$ cat src/rtl/vector_pkg.sv
// Shared definitions for the vector MEM-stage sequencer.
//   LANES / DATA_W / ADDR_W : default vector geometry
//   vec_mem_state_t         : sequencer FSM states
//   lane_idx_t              : lane index, $clog2(LANES) bits (minimum 1)
package vector_pkg;

    localparam int unsigned LANES  = 4;
    localparam int unsigned DATA_W = 32;
    localparam int unsigned ADDR_W = 32;

    localparam int unsigned LANE_W = (LANES > 1) ? $clog2(LANES) : 1;

    typedef logic [LANE_W-1:0] lane_idx_t;

    typedef enum logic [1:0] {
        IDLE,
        ACCESS,
        DRAIN,
        DONE
    } vec_mem_state_t;

endpackage

$ cat src/rtl/vector_mem_sequencer.sv
// Serialises a LANES-wide vector load/store into one element per cycle on a
// single-port synchronous data memory, gathering load data back into a vector.
//   clk, rst       : clock, synchronous active-high reset
//   start          : request, sampled only in IDLE (with is_store)
//   is_store       : 1 = vector store, 0 = vector load
//   addressVector  : LANES element addresses, passed through unmodified
//   storeVector    : LANES store data elements
//   mem_addr/wdata : memory address / write data for the current element
//   mem_we/mem_re  : memory write / read enable (never both high)
//   mem_rdata      : read data, valid the cycle after mem_re
//   loadVector     : gathered load result, changes only on element capture
//   stall          : high in ACCESS and DRAIN
//   done           : one-cycle completion pulse
module vector_mem_sequencer
    import vector_pkg::*;
#(
    parameter int unsigned LANES  = vector_pkg::LANES,
    parameter int unsigned DATA_W = vector_pkg::DATA_W,
    parameter int unsigned ADDR_W = vector_pkg::ADDR_W
) (
    input  logic                          clk,
    input  logic                          rst,
    input  logic                          start,
    input  logic                          is_store,
    input  logic [LANES-1:0][ADDR_W-1:0]  addressVector,
    input  logic [LANES-1:0][DATA_W-1:0]  storeVector,
    output logic [ADDR_W-1:0]             mem_addr,
    output logic [DATA_W-1:0]             mem_wdata,
    output logic                          mem_we,
    output logic                          mem_re,
    input  logic [DATA_W-1:0]             mem_rdata,
    output logic [LANES-1:0][DATA_W-1:0]  loadVector,
    output logic                          stall,
    output logic                          done
);

    localparam int unsigned LW = (LANES > 1) ? $clog2(LANES) : 1;
    localparam logic [LW-1:0] LAST_LANE = LW'(LANES - 1);

    vec_mem_state_t                 state_q, state_d;
    logic [LW-1:0]                  lane_q, lane_d;
    logic [LANES-1:0][ADDR_W-1:0]   addr_q;
    logic [LANES-1:0][DATA_W-1:0]   data_q;
    logic                           is_store_q;
    logic [LANES-1:0][DATA_W-1:0]   load_q;

    // Read data lags the issued lane by one cycle: remember which lane is
    // in flight so its data lands in the right slot on the next edge.
    logic                           cap_vld_q;
    logic [LW-1:0]                  cap_idx_q;

    always_ff @(posedge clk) begin
        if (rst) begin
            state_q    <= IDLE;
            lane_q     <= '0;
            addr_q     <= '0;
            data_q     <= '0;
            is_store_q <= 1'b0;
            load_q     <= '0;
            cap_vld_q  <= 1'b0;
            cap_idx_q  <= '0;
        end else begin
            state_q <= state_d;
            lane_q  <= lane_d;
            if (state_q == IDLE && start) begin
                addr_q     <= addressVector;
                data_q     <= storeVector;
                is_store_q <= is_store;
            end
            cap_vld_q <= (state_q == ACCESS) && !is_store_q;
            cap_idx_q <= lane_q;
            if (cap_vld_q) begin
                load_q[cap_idx_q] <= mem_rdata;
            end
        end
    end

    always_comb begin
        state_d   = state_q;
        lane_d    = lane_q;
        mem_addr  = '0;
        mem_wdata = '0;
        mem_we    = 1'b0;
        mem_re    = 1'b0;
        stall     = 1'b0;
        done      = 1'b0;
        case (state_q)
            IDLE: begin
                lane_d = '0;
                if (start) begin
                    state_d = ACCESS;
                end
            end
            ACCESS: begin
                stall     = 1'b1;
                mem_addr  = addr_q[lane_q];
                mem_wdata = data_q[lane_q];
                mem_we    = is_store_q;
                mem_re    = !is_store_q;
                if (lane_q == LAST_LANE) begin
                    lane_d  = '0;
                    state_d = is_store_q ? DONE : DRAIN;
                end else begin
                    lane_d = lane_q + LW'(1);
                end
            end
            DRAIN: begin
                stall   = 1'b1;
                state_d = DONE;
            end
            DONE: begin
                done    = 1'b1;
                state_d = IDLE;
            end
            default: begin
                state_d = IDLE;
            end
        endcase
    end

    assign loadVector = load_q;

endmodule

$ cat config.mk
export PLATFORM = sky130hd
export DESIGN_NAME = vector_mem_sequencer
export DESIGN_NICKNAME = d
export VERILOG_FILES = /design/src/rtl/vector_pkg.sv /design/src/rtl/vector_mem_sequencer.sv
export SDC_FILE = /design/constraint.sdc
export NUM_CORES = 1
export LEC_CHECK = 0
export ABC_AREA = 1
export CAP_MARGIN = 15
export CORE_MARGIN = 5
export CORE_UTILIZATION = 35
export CTS_CLUSTER_DIAMETER = 50
export DETAILED_ROUTE_END_ITERATION = 10
export GPL_TIMING_DRIVEN = 0
export PLACE_DENSITY = 0.72
export SLEW_MARGIN = 30
export SYNTH_ARGS = -nofsm -noshare
export SYNTH_HDL_FRONTEND = slang
export SYNTH_SLANG_ARGS = --single-unit
$ cat constraint.sdc
create_clock -name clk -period 1.7 [get_ports clk]
set_input_delay 0.17 -clock clk [delete_from_list [all_inputs] [get_ports clk]]
set_output_delay 0.17 -clock clk [all_outputs]
set_load 0.02 [all_outputs]
Word level (Yosys, flattened, before mapping)
Index checks and enable logic that the tools add are counted.
{"block": "word_totals", "inputBits": 292, "regBits": 392, "out_inout_bits": 196, "elab_cells": 54}
{"block": "op_classes", "n_reduce_logical": 8, "addsub": 1, "eq_ne": 6, "order_cmp": 3, "muxes": 19}
{"cell": "two-way mux 32 bit", "count": 5}
{"cell": "binary-select mux 32 bit (select 2 bit)", "count": 2}
{"cell": "bitwise mux 128 bit", "count": 1}
{"cell": "demux 32 bit (select 2 bit)", "count": 1}
{"cell": "case mux 2 bit (4 select lines)", "count": 1}
{"cell": "equality test 2 bit, second input constant", "count": 3}
{"cell": "less-than comparator 2 x 3 -> 1 bit, second input constant", "count": 2}
{"cell": "two-way mux 2 bit", "count": 3}
{"cell": "two-way mux 1 bit", "count": 5}
{"cell": "case mux 2 bit (2 select lines)", "count": 1}
{"cell": "logical AND 1 bit", "count": 3}
{"cell": "adder 2 x 1 -> 2 bit, second input constant", "count": 1}
{"cell": "equality test 2 x 1 -> 1 bit, second input constant", "count": 1}
{"cell": ">= comparator 2 x 1 -> 1 bit, second input constant", "count": 1}
{"cell": "zero test 2 bit", "count": 1}
{"cell": "inequality test 2 x 1 -> 1 bit, second input constant", "count": 1}
{"cell": "inequality test 2 bit, second input constant", "count": 1}
{"cell": "AND reduction 2 bit", "count": 1}
{"cell": "nonzero test 2 bit", "count": 1}
{"cell": "OR reduction 2 bit", "count": 1}
{"cell": "zero test 1 bit", "count": 1}

Logic depth before layout (Yosys ltp)
Gate-level depths: netlist of the first run.
{"block": "depth", "ltp_word": 5, "ltp_mapped": 8, "ltp_nobuf": 6}

Worst setup path before layout of the first run
OpenSTA, ideal clock, no wires.
{"block": "synth_path", "kind": "register -> output", "start": "register state_q[1]", "end": "output port mem_addr[10]", "n_path_buf": 2, "arrival_time_ns": 1.386, "setup_slack_ns": 0.144, "path_stages_with_launch": 7, "t_required_ns": 1.530, "path_cell_list": "dfxtp_1 inv_1 ha_1 inv_1 buf_2 clkbuf_1 a21oi_1"}
{"block": "synth_between", "elab_chain_len": 2}
{"item": "start: declaration", "line": "vector_mem_sequencer.sv:40", "rtl": "vec_mem_state_t state_q, state_d;"}
{"item": "start signal: assignment", "line": "vector_mem_sequencer.sv:63", "rtl": "state_q <= state_d;"}
{"item": "equality test 2 x 1 -> 1 bit", "line": "vector_mem_sequencer.sv:87", "rtl": "case (state_q)"}
{"item": "two-way mux 32 bit", "line": "vector_mem_sequencer.sv:87"}
{"item": "end: declaration", "line": "vector_mem_sequencer.sv:27", "rtl": "output logic [ADDR_W-1:0] mem_addr,"}
No other way between the ends.

Worst setup path after layout of the first run
{"block": "layout_path", "start": "register lane_q[0]", "end": "output port mem_wdata[3]"}
{"block": "layout_between", "elab_chain_len": 3}
{"item": "start: declaration", "line": "vector_mem_sequencer.sv:41", "rtl": "logic [LW-1:0] lane_q, lane_d;"}
{"item": "start signal: assignment", "line": "vector_mem_sequencer.sv:64", "rtl": "lane_q <= lane_d;"}
{"item": "binary-select mux 32 bit (select 2 bit)", "line": "vector_mem_sequencer.sv:97", "rtl": "mem_wdata = data_q[lane_q];"}
{"item": "two-way mux 32 bit (implied by the code)", "line": "vector_mem_sequencer.sv:97"}
{"item": "two-way mux 32 bit", "line": "vector_mem_sequencer.sv:87"}
{"item": "end: declaration", "line": "vector_mem_sequencer.sv:28", "rtl": "output logic [DATA_W-1:0] mem_wdata,"}
No other way between the ends. The select of a mux whose other input is x is not followed.

==> impl_metrics.tcl, run 1 <==
set metrics [dict create \
    finalCoreUtilization_pct 54.2 \
    grtUsageMet3_pct 7.48 \
    use_met2_pct 44.7 \
    cts.htree.levels 2 \
    drt-initial-drc-count 1406 \
    synth-warning-count 0 \
    routed_via_density 5.03 \
    core_region_area_mm2 0.0454 \
    cp_slowest_cell "dfxtp_2" \
    postSynth.asyncResetShare_pct 0 \
    fin_tns_setup_ps -26230 \
    portBuffers 487 \
    syn-mean-instance-area_um2 7.02 \
    place_worst_setup_slack_ps -1270 \
    netlist-cell-type-count 22 \
    timing.reg2reg.setup_slack_ps 70 \
    cap_violations 0 \
    synthDominantAreaCellType "dfxtp_1" \
    critical_path.startpoint "lane_q[0]$_SDFFE_PP0P_" \
    flow.area_growth_from_synthesis_pct 53.2 \
    io-pin-count 488 \
    final_max_slew_viol_count 0 \
    die_y_um 224 \
    crit_chain "buf_12, bufbuf_16, clkbuf_16, nand2_2, nand2_1, a21oi_2, buf_4" \
    dp_hpwl_um 52700 \
    critical_path.top_delay_family "buffers and inverters" \
    critical_path_arrival_ps 2000 \
    setup.worst_path.start_class "flip-flop" \
    initial_core_util_pct 35.4 \
    worst_path_fanout_max 6 \
    crit_path_kind "reg -> out" \
    grt.met1_usage_pct 31.5 \
    routed_wl_um 69800 \
    fp.dieArea_mm2 0.0502 \
    run_status "finished with violations" \
    top_usage_layer "met2" \
    gr-total-overflow 0 \
    fmaxAchievable_mhz 461 \
    final_critical_path_setup_slack_ps -470 \
    r2r_start "state_q[0]$_SDFFE_PP0P_" \
    clk_path_buf_depth 3 \
    synth-edff-count 0 \
    final_period_minus_worst_setup_slack_ps 2170 \
    clock_skew_ps 19.0 \
    total_clock_buffers_created_by_cts 47 \
    placement_row_count 78 \
    drt_pre_antenna_iters 5 \
    maximum_number_of_pins_on_one_net_before_global_route_repair 13 \
    grt_first_pass_wirelength_um 102000 \
    crit_required_ps 1530 \
    cts_sinks 392 \
    die_width_um 224 \
    worstPathBufferInverterCount 4 \
    critPathCaptureType "output pin" \
    worst_pin_slew_ps 706 \
    postSynthRegisterBits 392 \
    synthesis.area_mm2 0.0161 \
    source_of_the_worst_hold_timing_path "addressVector[112]" \
    flip_flop_cell_with_the_highest_count_after_synthesis "dfxtp_1" \
    finalWeightedCongestion 0.937 \
    max_slew_margin_pct 52.9 \
    filler_cell_count 4336 \
    hold_violations 0 \
    synthesized_net_count 2582 \
    cts-root-buf "clkbuf_16" \
    ant_nets 0 \
    post-route-period-util_pct 128 \
    netlist.area_leader.share_pct 48.9 \
    post_drt_wl_per_cell_um 20.0 \
    p_leak_nw 10.3 \
    synth-seq-area-share_pct 48.9 \
    grt_setup_unrepaired "true" \
    fraction_of_final_layout_cells_with_drive_strength_greater_than_1_pct 16.2 \
    grt_antenna_before_repair 12 \
    path_clk_slew_ps 60 \
    synth_instances 2285 \
    synth_top_cells_by_area "dfxtp_1 (49%), nor2_1 (18%), o21ai_0 (13%)" \
    clkLatencyLatePin_ps 580 \
    highest_cell_delay_on_the_worst_timing_path_ps 330 \
    setup-violations-final 65 \
    finalPower_w 0.0363 \
    hold_class "in -> reg" \
    ir_worst_vdd_v 0.000831 \
    power.density_mw_per_mm2 1470 \
    drc_errors 0 \
    route.vias.total 17500 \
    cts_tree "built" \
    grt_usage_pct 26.3 \
    first_global_vias 17300 \
    nets 3136 \
    failing_checks "setup timing" \
]
[metrics by stage]
stage / hold WS (ps) / instance area, um2 / cells
finish: 210 / 24600 / 3481
global route: 226 / 24600 / 3481
CTS: 191 / 24100 / 3467
detailed placement: 438 / 21700 / 3372
global placement: 432 / 21700 / 3372
floorplan: 305 / 16100 / 2285
[what timing repair did]
| action | in CTS | in global routing |
|---|---|---|
| gates resized for setup | 828 | 224 |
| cloned | 6 | 2 |
| buffers inserted | 8 | 3 |
| pin swaps | 49 | 61 |
| hold buffers | 0 | 0 |
| setup endpoints to repair | 451 | 261 |
[layer usage]
| layer | vias up | wire, um |
|---|---|---|
| li1 | 8445 | - |
| met4 | 4 | 2600 |
| met1 | 8168 | 27300 |
| met3 | 155 | 6430 |
| met2 | 734 | 33400 |
| met5 | - | 34 |
[power breakdown]
| group | switching (W) | internal, W |
|---|---|---|
| sequential | 0.00102 | 0.0111 |
| clock | 0.00403 | 0.00591 |
| combinational | 0.00842 | 0.00579 |
| total | 0.0135 | 0.0228 |
[Yosys cell counts (5+ instances only)]
library cell  count
clkbuf_2         22
nand2_1         171
clkbuf_1         76
nand3_1          35
buf_1             5
dfxtp_1         392
buf_6             8
a21oi_1         194
ha_1              5
buf_2            46
inv_1           110
o21ai_1           5
o21ai_0         412
buf_4            20
nor2_1          775
[state kept, by name, summed over array words and instances, names as in the netlist]
register    count
state_q         2
data_q        128
is_store_q      1
cap_vld_q       1
addr_q        128
lane_q          2
cap_idx_q       2
loadVector    128
[placed cells by master (no fill, tap or decap), drive strengths merged]
cell type / instances
a21oi: 194
a22oi: 1
buf: 159
bufbuf: 3
bufinv: 4
clkbuf: 161
clkdlybuf4s15: 1
clkdlybuf4s50: 291
clkinv: 9
clkinvlp: 4
dfxtp: 392
diode: 10
dlygate4sd2: 126
dlymetal6s2s: 2
ha: 5
inv: 115
nand2: 172
nand3: 37
nor2: 776
nor3: 1
o21ai: 417
o31ai: 1
[kinds of logic (layout without fill, tap and decap cells)]
kind of cell             after synthesis  after routing  share of synthesized area, %
AND/OR/NAND/NOR                      986            986                          23.4
AO/OA/AOI/OAI                        613            613                          19.1
other                                  0             10                             0
flip-flops                           392            392                          48.9
adder cells (fa/ha/maj)                5              5                         0.390
buffers and inverters                289            875                          8.13
[final timing paths]
kind | end | cells after the start
hold reg to reg | loadVector[36]$_SDFFE_PP0P_ | 2
hold / removal | addr_q[112]$_SDFFE_PP0P_ | 3
setup reg to reg | data_q[102]$_SDFFE_PP0P_ | 7
setup / recovery | mem_wdata[3] | 7
[layout make-up]
class / count / area [um2] / area share, %
Antenna cell: 10 / 25.0 / 0.102
Buffer: 177 / 1510 / 6.12
Clock buffer: 61 / 1280 / 5.20
Clock inverter: 20 / 228 / 0.926
Inverter: 112 / 433 / 1.76
Multi-Input combinational cell: 1604 / 7480 / 30.4
Sequential cell: 392 / 7860 / 32.0
Tap cell: 600 / 751 / 3.05
Timing Repair Buffer: 505 / 5030 / 20.5
[worst min-delay path, stage by stage]
cell and delay [ps]:
clkdlybuf4s50_1 400, o21ai_1 130, nor2_1 40
Note: power is estimated with default switching activity, not from simulation.
==> run 2, diff against run 1 <==
- CELL_PAD_IN_SITES_DETAIL_PLACEMENT: not set -> 0
- CELL_PAD_IN_SITES_GLOBAL_PLACEMENT: not set -> 1
- CORE_UTILIZATION: 35 -> 33
- PLACE_DENSITY: 0.72 -> 0.9
==> run 2 against run 1 <==
- the run still ends with setup timing left
- utilization shrank 3.0 points
- critical endpoint is now mem_addr[19]
- largest power group unchanged
- hold slack gained 1.1 ps
- sequential share of layout area grew 0.069 points
- non-clock buffer count grew 2
- wire length grew 1.8%
- clock skew shrank 4.3 ps
- sequential power is essentially flat
- highest routed layer unchanged
- register-to-register slack lost 20 ps
==> impl_metrics.tcl, run 2 (synthesis gave the netlist of run 1 again) <==
set metrics [dict create \
    die_y_um 231 \
    nets 3140 \
    grt_antenna_before_repair 10 \
    grt_setup_unrepaired "true" \
    flow.area_growth_from_synthesis_pct 52.9 \
    final_period_minus_worst_setup_slack_ps 2200 \
    hold-worst-slack_ps 211 \
    dp_hpwl_um 54000 \
    cts.htree.levels 2 \
    crit_path_kind "reg -> out" \
    critical_path_arrival_ps 2030 \
    post-route-period-util_pct 130 \
    clk_path_buf_depth 3 \
    worst_path_fanout_max 10 \
    placement_row_count 80 \
    route.vias.total 17300 \
    drt_pre_antenna_iters 8 \
    fmaxAchievable_mhz 454 \
    die_width_um 231 \
    routed_wl_um 71000 \
    placed_cells 3387 \
    first_global_vias 17500 \
    finish.cell_count_without_fillers 3499 \
    core_region_area_mm2 0.0479 \
    post_drt_wl_per_cell_um 20.3 \
    total_clock_buffers_created_by_cts 49 \
    gr-total-overflow 0 \
    routed_via_density 4.96 \
    run_status "finished with violations" \
    layout_common_cells "nor2_1 (732), dfxtp_1 (388), o21ai_0 (327)" \
    clkLatencyLatePin_ps 590 \
    io-pin-count 488 \
    grt_usage_pct 25.4 \
    crit_required_ps 1530 \
    failing_checks "setup timing" \
    cts_hold_repair.buffers 0 \
    fp.dieArea_mm2 0.0532 \
    drt-initial-drc-count 1147 \
    ant_nets 0 \
    fraction_of_final_layout_cells_with_drive_strength_greater_than_1_pct 15.5 \
    layout.area.seq_mm2 0.00786 \
    finalWeightedCongestion 0.927 \
    worst_pin_slew_ps 745 \
    cts-root-buf "clkbuf_16" \
    hold_class "in -> reg" \
    layout.cells.most_common "nor2_1" \
    grt_first_pass_wirelength_um 104000 \
    path_clk_slew_ps 60 \
    drc_errors 0 \
    initial_core_util_pct 33.5 \
    cap_violations 0 \
    hold_violations 0 \
    setup.worst_path.start_class "flip-flop" \
    setup-violations-final 66 \
    multi_input_area_mm2 0.00746 \
    maximum_number_of_pins_on_one_net_before_global_route_repair 14 \
    ir_worst_vdd_v 0.000792 \
    clock_skew_ps 14.7 \
    max_slew_margin_pct 50.4 \
    final_max_slew_viol_count 0 \
    cts_sinks 392 \
    critPathCaptureType "output pin" \
    filler_cell_count 4766 \
    power.density_mw_per_mm2 1490 \
    portBuffers 487 \
    cts_tree "built" \
    p_leak_nw 10.3 \
    final_critical_path_setup_slack_ps -504 \
]
-- run 2: final cells by class --
| class | instances | area share (%) |
|---|---|---|
| Clock buffer | 68 | 5.82 |
| Timing Repair Buffer | 507 | 20.1 |
| Multi-Input combinational cell | 1604 | 30.4 |
| Antenna cell | 4 | 0.0408 |
| Buffer | 177 | 5.75 |
| Tap cell | 615 | 3.14 |
| Inverter | 112 | 1.75 |
| Sequential cell | 392 | 32.0 |
| Clock inverter | 20 | 1.02 |
-- run 2: report_power, final --
group / switching [W] / internal (W)
Sequential: 0.000998 / 0.0111
Combinational: 0.00834 / 0.00544
Clock: 0.00426 / 0.00649
-- run 2: final timing paths --
kind,startpoint,endpoint,slack (ps),cells past startpoint
max,lane_q[0]$_SDFFE_PP0P_,mem_addr[19],-500,7
min,addressVector[80],addr_q[80]$_SDFFE_PP0P_,210,3
max reg2reg,state_q[0]$_SDFFE_PP0P_,addr_q[33]$_SDFFE_PP0P_,50,7
min reg2reg,loadVector[35]$_SDFFE_PP0P_,loadVector[35]$_SDFFE_PP0P_,440,2
-- run 2: repair_timing --
item                       in CTS  in global routing
setup buffers                   8                  6
resized for setup             769                182
gates cloned                    2                  4
setup endpoints to repair     453                210
pin swaps                      33                 42
-- run 2: metal layers --
layer	vias to the layer above	GRT usage [%]	wire length [um]
li1	8452	-	-
met1	8055	30.5	28500
met2	660	43.3	33800
met3	162	7.30	5860
met4	12	9.58	2800
met5	-	0	81
-- run 2: worst max-delay path: stages, from the launching register on --
cell and delay [ps]:
dfxtp_2 330, buf_8 140, inv_1 110, buf_12 180
clkbuf_16 180, o21ai_2 100, a21oi_2 210, buf_4 180
-- run 2: stage by stage --
step / total power, W / TNS [ps] / utilization (%) / cell area (um2) / worst slack, ps
detailed placement: 0.0237 / -121720 / 45.3 / 21700 / -952
finish: 0.0366 / -27250 / 51.2 / 24500 / -504
CTS: 0.0358 / -31340 / 50.0 / 24000 / -560
global route: 0.0387 / -33900 / 51.2 / 24500 / -593
global placement: 0.0235 / -98410 / 45.3 / 21700 / -932
floorplan: 0.0188 / 0 / - / 16100 / 144
